===== src/rtl/alu_writeback_stage.sv =====
// Purpose: execute/writeback stage; registers ALU result+status, commits to an 8-entry RF and {C,V,Z,N} flags.
// Latency: ALU output -> wb_* one cycle; -> RF/flags two cycles; read ports bypass the pending entry.
// Backpressure: stall freezes the stage (in_ready = ~stall); flush kills pending and incoming work.
//
// Ports:
//   clk, rst                       clock, async active-high reset
//   in_valid, in_ready             upstream handshake (in_ready = ~stall)
//   alu_f, alu_cout, alu_v, alu_z  ALU result and status
//   dest, we, fe                   destination register, RF write enable, flag update enable
//   stall, flush                   pipeline control (flush overrides stall)
//   rd_addr_a/b, rd_data_a/b       bypassed combinational read ports
//   flags, cin_fwd                 committed {C,V,Z,N}; carry forwarded to next ALU Cin
//   wb_valid, wb_dest, wb_data     pending (captured, uncommitted) entry
//   retired                        committed-instruction counter (wraps)
module alu_writeback_stage #(
    parameter int N  = 4,
    parameter int AW = 3,
    parameter int CW = 16
) (
    input  logic          clk,
    input  logic          rst,
    input  logic          in_valid,
    output logic          in_ready,
    input  logic [N-1:0]  alu_f,
    input  logic          alu_cout,
    input  logic          alu_v,
    input  logic          alu_z,
    input  logic [AW-1:0] dest,
    input  logic          we,
    input  logic          fe,
    input  logic          stall,
    input  logic          flush,
    input  logic [AW-1:0] rd_addr_a,
    input  logic [AW-1:0] rd_addr_b,
    output logic [N-1:0]  rd_data_a,
    output logic [N-1:0]  rd_data_b,
    output logic [3:0]    flags,
    output logic          cin_fwd,
    output logic          wb_valid,
    output logic [AW-1:0] wb_dest,
    output logic [N-1:0]  wb_data,
    output logic [CW-1:0] retired
);

    localparam int DEPTH = 2 ** AW;

    // Stage register
    logic          s_valid;
    logic [N-1:0]  s_f;
    logic [AW-1:0] s_dest;
    logic          s_we;
    logic          s_fe;
    logic          s_c;
    logic          s_v;
    logic          s_z;
    logic          s_n;

    // Architectural state
    logic [N-1:0]  rf [DEPTH];
    logic [3:0]    flags_q;
    logic [CW-1:0] retired_q;

    always_ff @(posedge clk or posedge rst) begin
        if (rst) begin
            s_valid   <= 1'b0;
            s_f       <= '0;
            s_dest    <= '0;
            s_we      <= 1'b0;
            s_fe      <= 1'b0;
            s_c       <= 1'b0;
            s_v       <= 1'b0;
            s_z       <= 1'b0;
            s_n       <= 1'b0;
            flags_q   <= '0;
            retired_q <= '0;
            for (int i = 0; i < DEPTH; i++) begin
                rf[i] <= '0;
            end
        end else if (flush) begin
            // Pending entry is discarded without commit; incoming one is dropped.
            s_valid <= 1'b0;
        end else if (!stall) begin
            // Commit of the pending entry and capture of the next share this edge.
            if (s_valid) begin
                if (s_we && (s_dest != '0)) begin
                    rf[s_dest] <= s_f;
                end
                if (s_fe) begin
                    flags_q <= {s_c, s_v, s_z, s_n};
                end
                retired_q <= retired_q + CW'(1);
            end
            s_valid <= in_valid;
            if (in_valid) begin
                s_f    <= alu_f;
                s_dest <= dest;
                s_we   <= we;
                s_fe   <= fe;
                s_c    <= alu_cout;
                s_v    <= alu_v;
                s_z    <= alu_z;
                s_n    <= alu_f[N-1];
            end
        end
    end

    // r0 is hardwired to zero and never bypassed; otherwise the pending
    // entry wins over the RF so a dependent op sees the newest result.
    assign rd_data_a = (rd_addr_a == '0) ? '0 :
                       (s_valid && s_we && (s_dest == rd_addr_a)) ? s_f : rf[rd_addr_a];
    assign rd_data_b = (rd_addr_b == '0) ? '0 :
                       (s_valid && s_we && (s_dest == rd_addr_b)) ? s_f : rf[rd_addr_b];

    // Carry is forwarded from the pending entry so add-with-carry chains issue back-to-back.
    assign cin_fwd  = (s_valid && s_fe) ? s_c : flags_q[3];

    assign in_ready = ~stall;
    assign flags    = flags_q;
    assign wb_valid = s_valid;
    assign wb_dest  = s_dest;
    assign wb_data  = s_f;
    assign retired  = retired_q;

endmodule


===== config.mk =====
export PLATFORM = sky130hd
export DESIGN_NAME = alu_writeback_stage
export DESIGN_NICKNAME = d
export VERILOG_FILES = /design/src/rtl/alu_writeback_stage.sv
export SDC_FILE = /design/constraint.sdc
export NUM_CORES = 1
export LEC_CHECK = 0
export ABC_AREA = 1
export CORE_ASPECT_RATIO = 1.4
export CORE_MARGIN = 5
export CORE_UTILIZATION = 57
export CTS_CLUSTER_SIZE = 25
export DETAILED_ROUTE_END_ITERATION = 6
export GPL_TIMING_DRIVEN = 1
export PLACE_DENSITY = 0.84
export SLEW_MARGIN = 20
export SYNTH_ARGS = -nofsm -noshare
export SYNTH_HDL_FRONTEND = slang
export SYNTH_SLANG_ARGS = --single-unit

===== constraint.sdc =====
create_clock -name clk -period 3 [get_ports clk]
set_input_delay 0.6 -clock clk [delete_from_list [all_inputs] [get_ports clk]]
set_output_delay 0.6 -clock clk [all_outputs]
set_load 0.01 [all_outputs]

==> reports/results.txt, run 1 <==
first-pass GRT wire length: 16530 µm
share of layout cells above drive strength 1: 9.591%
Die Wd: 76.11 µm
area leader, netlist: dfrtp_1
vias in the first global route: 3431
Setup TNS: 0 ns
WS Path Type: input port to output port
I/O Buffers: 60
distinct cell type count after synthesis: 23
Async SR Flop Fraction: 100.0%
ys flop type: dfrtp_1
status: complete, no violations
Total Wirelength: 10090 µm
mux cell area share after synthesis: 1.292%
flop2flop setup slack: 1.38 ns
Critical Path End Type: output port
Synthesis Warnings: 0
Post-CTS Hold Fix Bufs: 0
CTS tree: done
Fill cells: 474
largest net degree at the start of global routing: 38
Synth Area in XOR/XNOR: 2.260%
WL per Instance: 15.94 µm
Post-Syn Area: 3487 µm²
Reg area: 1628 µm²
most frequent cell after synthesis: nand2_1
Syn-to-layout area delta: 29.42%
post-route ant nets: 0
Leak Pwr: 2.249 nW
CTS sink count: 65
Cells after Synth: 481
fin area: 4513 µm²
P per Cell Area: 547.4 nW/µm²
GRT Overall Usage: 26.99%
Die Y-Extent: 102.5 µm
max incr delay on CP: 0.58 ns
Slew HR: 59.34%
hold crit path type: register to register
DP HPWL: 7628 µm
DP Area: 4287 µm²
sequential area share after synthesis: 46.65%
CTS clk-pin slew, worst paths: 0.08 ns
Max stage delay cell, worst path: clkdlybuf4s50_1
DR vias: 3508
Final min period: 2.870 ns
clock tree buffer depth: 2
router iterations before antenna repair: 5
CP Cell Sequence: clkdlybuf4s50_1 > nand2_1 > nand2_1 > nor2_1 > buf_4 > nand3_1 > nand2_1 > nor2_1 > clkdlybuf4s50_1
Worst Path Arrival: 2.27 ns
Starting Density: 59.06%
IO Count: 61
Final Wtd Congestion: 1.032
initial antenna violation count: 0
simple-gate share of the synthesized area: 35.38%
Synth Area in Compound Gates: 6.423%
final critical-path share of the clock period: 95.67%
cell row count: 33
Inst Count DP: 617
Synth Register Bits: 65
ANT cells: 0
max-slew violations: 0
Max Cap Violations: 0
top cell type's share of synthesized area: 46.65%
worst-path fanout max: 5
fmax: 0.3484 GHz
# H-tree levels: 3
adder-cell share of the synthesized area: 0.3588%
DR iter-0 viols: 315
largest family of logic cells by synthesized area: simple AND/OR/NAND/NOR gates
core area: 5904 µm²
synth cell count leaders: nand2_1 (165), nand3_1 (67), dfrtp_1 (65), inv_1 (46), nor2_1 (45)
total grt overflow: 0
WP data required: 2.40 ns
Synth area leaders: dfrtp_1 (47%), nand2_1 (18%), nand3_1 (9.6%), inv_1 (5.0%), nor2_1 (4.8%)
Post-synth EDFFs: 0
endpoints failing setup: 0
Place WS: -0.03292 ns
Nets: 582
final setup margin: 0.1298 ns
multi-input combinational cell area: 1604 µm²
Net Count, Synth: 505
post-route non-filler standard cell count: 633
clk_skew: 0.006417 ns
Skew-Pair Late Insertion Delay: 0.34 ns
endpoints failing hold: 0
Via-to-Cell Ratio: 5.542
Num CTS Buffers: 9
Peak supply drop: 0.4284 mV
most used cell, CP: nand2_1
WHS: 0.4138 ns
syn_area_per_cell: 7.250 µm²
root buffer cell: clkbuf_8
die footprint: 7804 µm²
crit start category: input port
# DRC: 0
Tightest Pin Transition: 0.6090 ns
RSZ-0062 raised after global routing: no
[cell usage in the layout, fill, tap and decap left out, types with 4 or more instances in the layout]
cell type        netlist  routed
xor2_1                 4       4
nand3_1               67      67
mux2_2                 4       4
buf_4                  2      18
inv_2                  4       5
clkbuf_8               0      10
inv_1                 46      45
nand4_1                8       8
dfrtp_1               65      64
clkdlybuf4s50_1        0      57
xnor2_1                5       5
nand2_1              165     165
nor2_1                45      43
a21oi_1               10      10
o21ai_0               31      31
[worst paths after layout]
path | depth (start not counted) | to | start
hold / removal | 0 | rf[28] | rf[28]
hold reg to reg | 0 | rf[28] | rf[28]
setup reg to reg | 5 | rf[16] | wb_valid
min in group asynchronous | 2 | flags[3] | rst
max in group asynchronous | 3 | rf[10] | rst
setup / recovery | 9 | rd_data_b[1] | rd_addr_b[2]
[cells by family (layout without fill, tap and decap cells)]
kind of cell / Yosys count / in the layout
buffers and inverters: 66 / 148
AO/OA/AOI/OAI: 44 / 44
adder cells (fa/ha/maj): 1 / 1
XOR/XNOR: 9 / 9
AND/OR/NAND/NOR: 292 / 292
flip-flops: 65 / 65
multiplexers: 4 / 4
[per-layer routing]
layer	vias to the layer above	track usage, %	share of wire, %
met1	1633	31.54	38
met5	-	0	0
li1	1690	-	-
met3	41	3.934	4.6
met2	144	48.02	53
met4	0	14.67	4.5
[registers in the layout (all words and copies together), names as in the netlist]
signal / count
flags: 4
s_v: 1
rf: 32
s_z: 1
s_c: 1
wb_data: 4
wb_valid: 1
wb_dest: 3
retired: 16
s_we: 1
s_fe: 1
[metrics by stage]
step                      total power, mW  utilization [%]
final                               2.470            76.44
after global routing                2.602            76.44
after CTS                           2.482            76.03
after detailed placement            1.723            72.60
after global placement              1.710            72.60
after floorplan                     1.394                -
[cell type report]
cell class	instances	share of cell area (%)
sequential	65	36.07
multi-input combinational	350	35.54
timing repair buffer	82	17.77
inverter	50	4.159
clock buffer	10	3.050
tap	70	1.941
clock inverter	6	1.469
[worst max-delay path, delay by kind of cell]
family                 cells  cell delay (ns)
buffers and inverters      3             1.26
and+or+nand+nor            6             0.41
[timing repair]
| action | CTS | global route |
|---|---|---|
| buffers inserted | 0 | 0 |
| hold endpoints to repair | 0 | 0 |
| gates resized for setup | 1 | 8 |
| setup endpoints to repair | 4 | 4 |
| gates cloned | 0 | 0 |
[report_power, final]
group / internal [mW] / total [mW] / switching (mW) / leakage, nW
sequential: 0.994 / 1.13 / 0.134 / 0.806
clock: 0.407 / 0.754 / 0.347 / 0.0949
combinational: 0.288 / 0.589 / 0.301 / 1.35
Note: power is estimated with default switching activity, not from simulation.
==> inputs of run 2 (changes only) <==
--- a/config.mk
+++ b/config.mk
@@ -8,11 +8,11 @@
 export ABC_AREA = 1
 export CORE_ASPECT_RATIO = 1.4
 export CORE_MARGIN = 5
-export CORE_UTILIZATION = 57
+export CORE_UTILIZATION = 53
 export CTS_CLUSTER_SIZE = 25
 export DETAILED_ROUTE_END_ITERATION = 6
 export GPL_TIMING_DRIVEN = 1
-export PLACE_DENSITY = 0.84
+export PLACE_DENSITY = 0.79
 export SLEW_MARGIN = 20
 export SYNTH_ARGS = -nofsm -noshare
 export SYNTH_HDL_FRONTEND = slang
==> constraint.sdc (replaced) <==
create_clock -name clk -period 3.3 [get_ports clk]
set_input_delay 0.66 -clock clk [delete_from_list [all_inputs] [get_ports clk]]
set_output_delay 0.66 -clock clk [all_outputs]
set_load 0.01 [all_outputs]
==> run 2 against run 1 <==
  * Cell area down 1.4%
  * Critical path type unchanged
  * Sequential power decreased by 9.7%
  * Non-clock buffer count shrank 6
  * Largest cell class unchanged
==> reports/results.txt, run 2 (synthesized netlist as in run 1, its figures left out) <==
status: complete, no violations
Via-to-Cell Ratio: 5.464 (-1.4%)
GRT Overall Usage: 25.17% (-1.8 points)
worst min-delay path startpoint: rf[29]
Skew-Pair Late Insertion Delay: 0.34 ns (about the same)
Final min period: 3.135 ns
post-route non-filler standard cell count: 631 (-0.32%)
fmax: 0.3190 GHz
WHS: 0.4055 ns (-0.008309 ns)
DR vias: 3448 (-1.7%)
Worst Path Arrival: 2.48 ns (+0.21 ns)
Post-CTS Hold Fix Bufs: 0 (unchanged)
core area: 6481 µm² (+9.8%)
Num CTS Buffers: 9 (unchanged)
clk_skew: 0.006600 ns (+0.0001823 ns)
CTS tree: done
largest net degree at the start of global routing: 66 (+74%)
cell row count: 35 (+6.1%)
RR Startpoint: wb_valid
# H-tree levels: 3 (unchanged)
RSZ-0062 raised after global routing: no
worst setup path start: rd_addr_a[2]
CP Cell Sequence: clkdlybuf4s50_1 > inv_1 > nand2_1 > nand2_1 > nor2_1 > nand2_1 > inv_1 > nor2_1 > nor2_1 > clkdlybuf4s50_1
die footprint: 8325 µm² (+6.7%)
endpoints failing setup: 0 (unchanged)
Inst Count DP: 615 (-0.32%)
register name with the most flops: rf
P per Cell Area: 514.3 nW/µm² (-6.1%)
I/O Buffers: 60 (unchanged)
commonest non-fill, non-tap cell in the layout: nand2_1
hold crit path type: register to register
clock tree buffer depth: 2 (unchanged)
Setup TNS: 0 ns (unchanged)
Max stage delay cell, worst path: clkdlybuf4s50_1
hold path depth: 0 (unchanged)
DP HPWL: 7299 µm (-4.3%)
Peak supply drop: 0.3825 mV (-11%)
post-route ant nets: 0 (unchanged)
crit start category: input port
root buffer cell: clkbuf_8
ANT cells: 0 (unchanged)
hold path endpoint: rf[29]
Post-CTS Resized: 0 (-1)
Final Wtd Congestion: 1.004 (-2.7%)
vias in the first global route: 3418 (-0.38%)
IO Count: 61 (unchanged)
Slew HR: 52.56% (-6.8 points)
CTS clk-pin slew, worst paths: 0.07 ns (about the same)
commonest non-fill, non-tap cells in the layout: nand2_1 (165), nand3_1 (67), dfrtp_1 (65), clkdlybuf4s50_1 (60)
WP data required: 2.64 ns (+0.24 ns)
first-pass GRT wire length: 16330 µm (-1.2%)
Max Cap Violations: 0 (unchanged)
Leak Pwr: 2.201 nW (-2.1%)
# DRC: 0 (unchanged)
setup repair bufs after CTS: 0 (unchanged)
max incr delay on CP: 0.54 ns (-0.04 ns)
WL per Instance: 15.55 µm (-2.5%)
endpoints failing hold: 0 (unchanged)
router iterations before antenna repair: 5 (unchanged)
Die Wd: 78.56 µm (+3.2%)
max FFs per register: 32 (unchanged)
Nets: 576 (-1.0%)
Total Wirelength: 9811 µm (-2.8%)
CTS sink count: 65 (unchanged)
Starting Density: 53.80% (-5.3 points)
Die Y-Extent: 106.0 µm (+3.3%)
final critical-path share of the clock period: 95.01%
fin util: 68.69% (-7.7 points)
Syn-to-layout area delta: 27.66%
DR iter-0 viols: 310 (-1.6%)
Critical Path End Type: output port
Worst R2R Path Depth: 4 (-1)
FF-to-FF End: rf[19]
initial antenna violation count: 0 (unchanged)
worst-path fanout max: 6 (+1)
flop2flop setup slack: 1.66 ns (+0.28 ns)
max-slew violations: 0 (unchanged)
WS Path Type: input port to output port
Tightest Pin Transition: 0.7098 ns (+0.1008 ns)
total grt overflow: 0 (unchanged)
share of layout cells above drive strength 1: 8.079% (-1.5 points)
==> run 2: cell count changes in the layout (fill, tap and decap cells not counted), moves of 2 or more <==
cell	previous run	this run
dlymetal6s2s_1	2	0
buf_4	18	15
buf_6	2	0
clkdlybuf4s50_1	57	60
nor2_1	43	45
==> run 2: worst max-delay path by stage <==
stage | endpoint
after detailed placement | rd_data_b[1]
after floorplan | flags[0]
final | rd_data_a[2]
after global placement | rd_data_b[1]
after global routing | rd_data_b[1]
after CTS | rd_data_a[2]
==> run 2: worst max-delay path, delay by kind of cell <==
family	cells	cell delay [ns]
buffers and inverters	4	1.23
and+or+nand+nor	6	0.58
==> run 2: where the power goes <==
part           internal [mW]  leakage (nW)  switching [mW]
clock                  0.425         0.106           0.317
sequential             0.903         0.807           0.120
combinational          0.253          1.29           0.271
==> run 2: final cells by class <==
cell class                 instances  area (µm²)
clock buffer                       9       123.9
clock inverter                     7       93.84
fill                             559        2029
inverter                          50       187.7
multi-input combinational        350        1594
sequential                        65        1627
tap                               74       92.59
timing repair buffer              76       733.2
==> run 2: metrics by stage <==
stage          worst slack [ns]  cell area [µm²]  power (mW)
2_1_floorplan             1.014             3487       1.267
3_3_place_gp             0.1836             4234       1.539
3_5_place_dp             0.1861             4234       1.552
4_1_cts                  0.1821             4452       2.297
5_1_grt                0.005639             4452       2.419
6_report                 0.1648             4452       2.289
==> run 2: per-layer routing <==
metal / up-vias / track usage [%] / part of all wire, %
met3: 30 / 5.169 / 6.0
li1: 1670 / - / -
met4: 0 / 11.88 / 3.2
met1: 1615 / 29.30 / 39
met5: - / 0 / 0
met2: 133 / 43.74 / 51
==> inputs of run 3 (changes only) <==
--- a/config.mk
+++ b/config.mk
@@ -8,11 +8,11 @@
 export ABC_AREA = 1
 export CORE_ASPECT_RATIO = 1.4
 export CORE_MARGIN = 5
-export CORE_UTILIZATION = 53
+export CORE_UTILIZATION = 48
 export CTS_CLUSTER_SIZE = 25
 export DETAILED_ROUTE_END_ITERATION = 6
 export GPL_TIMING_DRIVEN = 1
-export PLACE_DENSITY = 0.79
+export PLACE_DENSITY = 0.76
 export SLEW_MARGIN = 20
 export SYNTH_ARGS = -nofsm -noshare
 export SYNTH_HDL_FRONTEND = slang
==> constraint.sdc (replaced) <==
create_clock -name clk -period 2.6 [get_ports clk]
set_input_delay 0.52 -clock clk [delete_from_list [all_inputs] [get_ports clk]]
set_output_delay 0.52 -clock clk [all_outputs]
set_load 0.01 [all_outputs]
==> run 3 against run 2 <==
  * Clock-buffer cell count up 1
  * Global-route usage down 1.5 points
  * Flip-flop and latch count unchanged
  * Critical path depth down 1
  * Routed wire length down 0.30%
  * Combinational power up 32%
  * First-iteration DRC count down 4.8%
  * Register-to-register slack worse by 0.62 ns
  * Clock skew up 0.0077 ns
  * Sequential share of layout area down 0.97 points
  * Via count up 0.73%
==> reports/results.txt, run 3 (synthesized netlist as in run 1, its figures left out) <==
Syn-to-layout area delta: 31.14%
CTS tree: done
Starting Density: 49.63% (-4.2 points)
endpoints failing setup: 0 (unchanged)
fmax: 0.4022 GHz
sequential power share: 45.4% (+0.7 points)
Internal: 1.924 mW (+22%)
Final min period: 2.486 ns
# H-tree levels: 3 (unchanged)
max-slew violations: 0 (unchanged)
Max Cap Violations: 0 (unchanged)
# DRC: 0 (unchanged)
commonest non-fill, non-tap cells in the layout: nand2_1 (165), nand3_1 (67), dfrtp_1 (65), clkdlybuf4s50_1 (49), inv_1 (44)
GRT Overall Usage: 23.70% (-1.5 points)
Via-to-Cell Ratio: 5.246 (-4.0%)
Fill cells: 641 (+15%)
Final Wtd Congestion: 1.029 (+2.5%)
multi-input combinational cell area: 1612 µm² (+1.1%)
largest net degree at the start of global routing: 29 (-56%)
ANT cells: 0 (unchanged)
post-route ant nets: 0 (unchanged)
CTS sink count: 65 (unchanged)
clock power share: 30.0% (-2.4 points)
WP data required: 2.08 ns (-0.56 ns)
WL per Instance: 14.78 µm (-5.0%)
final critical-path share of the clock period: 95.62%
Slew HR: 69.89% (+17 points)
DP HPWL: 7357 µm (+0.79%)
Critical Path End Type: output port
first-pass GRT wire length: 16560 µm (+1.4%)
Total Wirelength: 9782 µm (-0.30%)
Worst Path Arrival: 1.97 ns (-0.51 ns)
initial antenna violation count: 0 (unchanged)
Die Wd: 82.04 µm (+4.4%)
WS Path Type: input port to output port
vias in the first global route: 3501 (+2.4%)
status: complete, no violations
Net Sw Frac: 31.53% (+0.58 points)
clk_skew: 0.01427 ns (+0.007675 ns)
setup repair bufs after CTS: 0 (unchanged)
router iterations before antenna repair: 6 (+1)
DR vias: 3473 (+0.73%)
Switching Power: 0.8857 mW (+25%)
hold crit path type: register to register
WHS: 0.4186 ns (+0.01311 ns)
Die Y-Extent: 110.9 µm (+4.6%)
Pwr Total: 2.809 mW (+23%)
endpoints failing hold: 0 (unchanged)
core area: 7027 µm² (+8.4%)
Skew-Pair Late Insertion Delay: 0.34 ns (about the same)
register name with the most flops: rf
Nets: 586 (+1.7%)
combinational power share: 24.6% (+1.7 points)
CTS clk-pin slew, worst paths: 0.08 ns (about the same)
root buffer cell: clkbuf_8
flop2flop setup slack: 1.04 ns (-0.62 ns)
die footprint: 9094 µm² (+9.2%)
Worst R2R Path Depth: 4 (unchanged)
commonest non-fill, non-tap cell in the layout: nand2_1
worst-path fanout max: 9 (+3)
Reg area: 1627 µm² (unchanged)
IO Count: 61 (unchanged)
crit path to: rd_data_b[1]
share of layout cells above drive strength 1: 10.23% (+2.2 points)
Leak Pwr: 2.275 nW (+3.4%)
RSZ-0062 raised after global routing: no
worst setup path start: rd_addr_b[1]
Tightest Pin Transition: 0.4503 ns (-0.2595 ns)
RR Startpoint: s_we
I/O Buffers: 60 (unchanged)
Peak supply drop: 0.4453 mV (+16%)
total grt overflow: 0 (unchanged)
FF-to-FF End: rf[27]
DR iter-0 viols: 295 (-4.8%)
crit start category: input port
P per Cell Area: 614.3 nW/µm² (+19%)
Num CTS Buffers: 9 (unchanged)
cell row count: 36 (+2.9%)
clock tree buffer depth: 2 (unchanged)
max FFs per register: 32 (unchanged)
run 3: cell types whose count changed in the layout (fill, tap and decap cells not counted), sizes merged:
cell           previous run  this run
bufinv                    2         1
dlygate4sd2               0        11
buf                      16        26
clkbuf                    9        10
clkdlybuf4s50            60        49
run 3: power by group through the flow:
stage               sequential [mW]  combinational (mW)  clock (mW)
detailed placement             1.29               0.694           0
floorplan                      1.29               0.320           0
global placement               1.29               0.681           0
CTS                            1.27               0.694       0.857
finish                         1.28               0.691       0.843
global route                   1.30               0.770       0.907
run 3: how the worst min path moves through the flow:
| stage | from | to | slack [ns] | cells past startpoint |
|---|---|---|---|---|
| after floorplan | rf[30] | rf[30] | 0.45 | 1 |
| after global placement | rf[29] | rf[29] | 0.40 | 0 |
| after global routing | rf[29] | rf[29] | 0.44 | 0 |
| final | rf[29] | rf[29] | 0.42 | 0 |
| after detailed placement | rf[29] | rf[29] | 0.40 | 0 |
| after CTS | rf[29] | rf[29] | 0.42 | 0 |
run 3: layer usage:
metal / track usage (%) / wire length [µm] / vias up
li1: - / - / 1694
met1: 28.64 / 3865 / 1597
met2: 38.48 / 4912 / 154
met3: 6.016 / 635 / 28
met4: 11.31 / 369 / 0
met5: 0 / 0 / -
run 3: through the flow:
| step | util, % | TNS, ns | cells | worst slack [ns] | cell area (µm²) |
|---|---|---|---|---|---|
| global route | 65.08 | 0 | 662 | 0.008537 | 4573 |
| finish | 65.08 | 0 | 662 | 0.1138 | 4573 |
| global placement | 62.13 | -2.054 | 645 | -0.2948 | 4365 |
| floorplan | - | 0 | 481 | 0.4535 | 3487 |
| CTS | 65.01 | 0 | 662 | 0.1236 | 4568 |
| detailed placement | 62.13 | -2.238 | 645 | -0.2941 | 4365 |
run 3: final cells by class:
class	instances	share of cell area (%)
Clock buffer	10	2.791
Clock inverter	6	1.477
Inverter	50	4.104
Multi-Input combinational cell	350	35.24
Sequential cell	65	35.57
Tap cell	95	2.599
Timing Repair Buffer	86	18.22
run 3: what timing repair did:
item,in CTS,in global routing
hold buffers,0,0
gates cloned,1,0
hold endpoints to repair,0,0
gates resized for setup,17,1
setup endpoints to repair,8,1
run 3: critical path: stages:
cell and delay (ns):
clkdlybuf4s50_1 0.49, inv_2 0.05, buf_4 0.17, nand3_1 0.15
nand3_1 0.11, nand2_1 0.09, nor2_1 0.04, nor2_1 0.08
dlygate4sd2_1 0.28
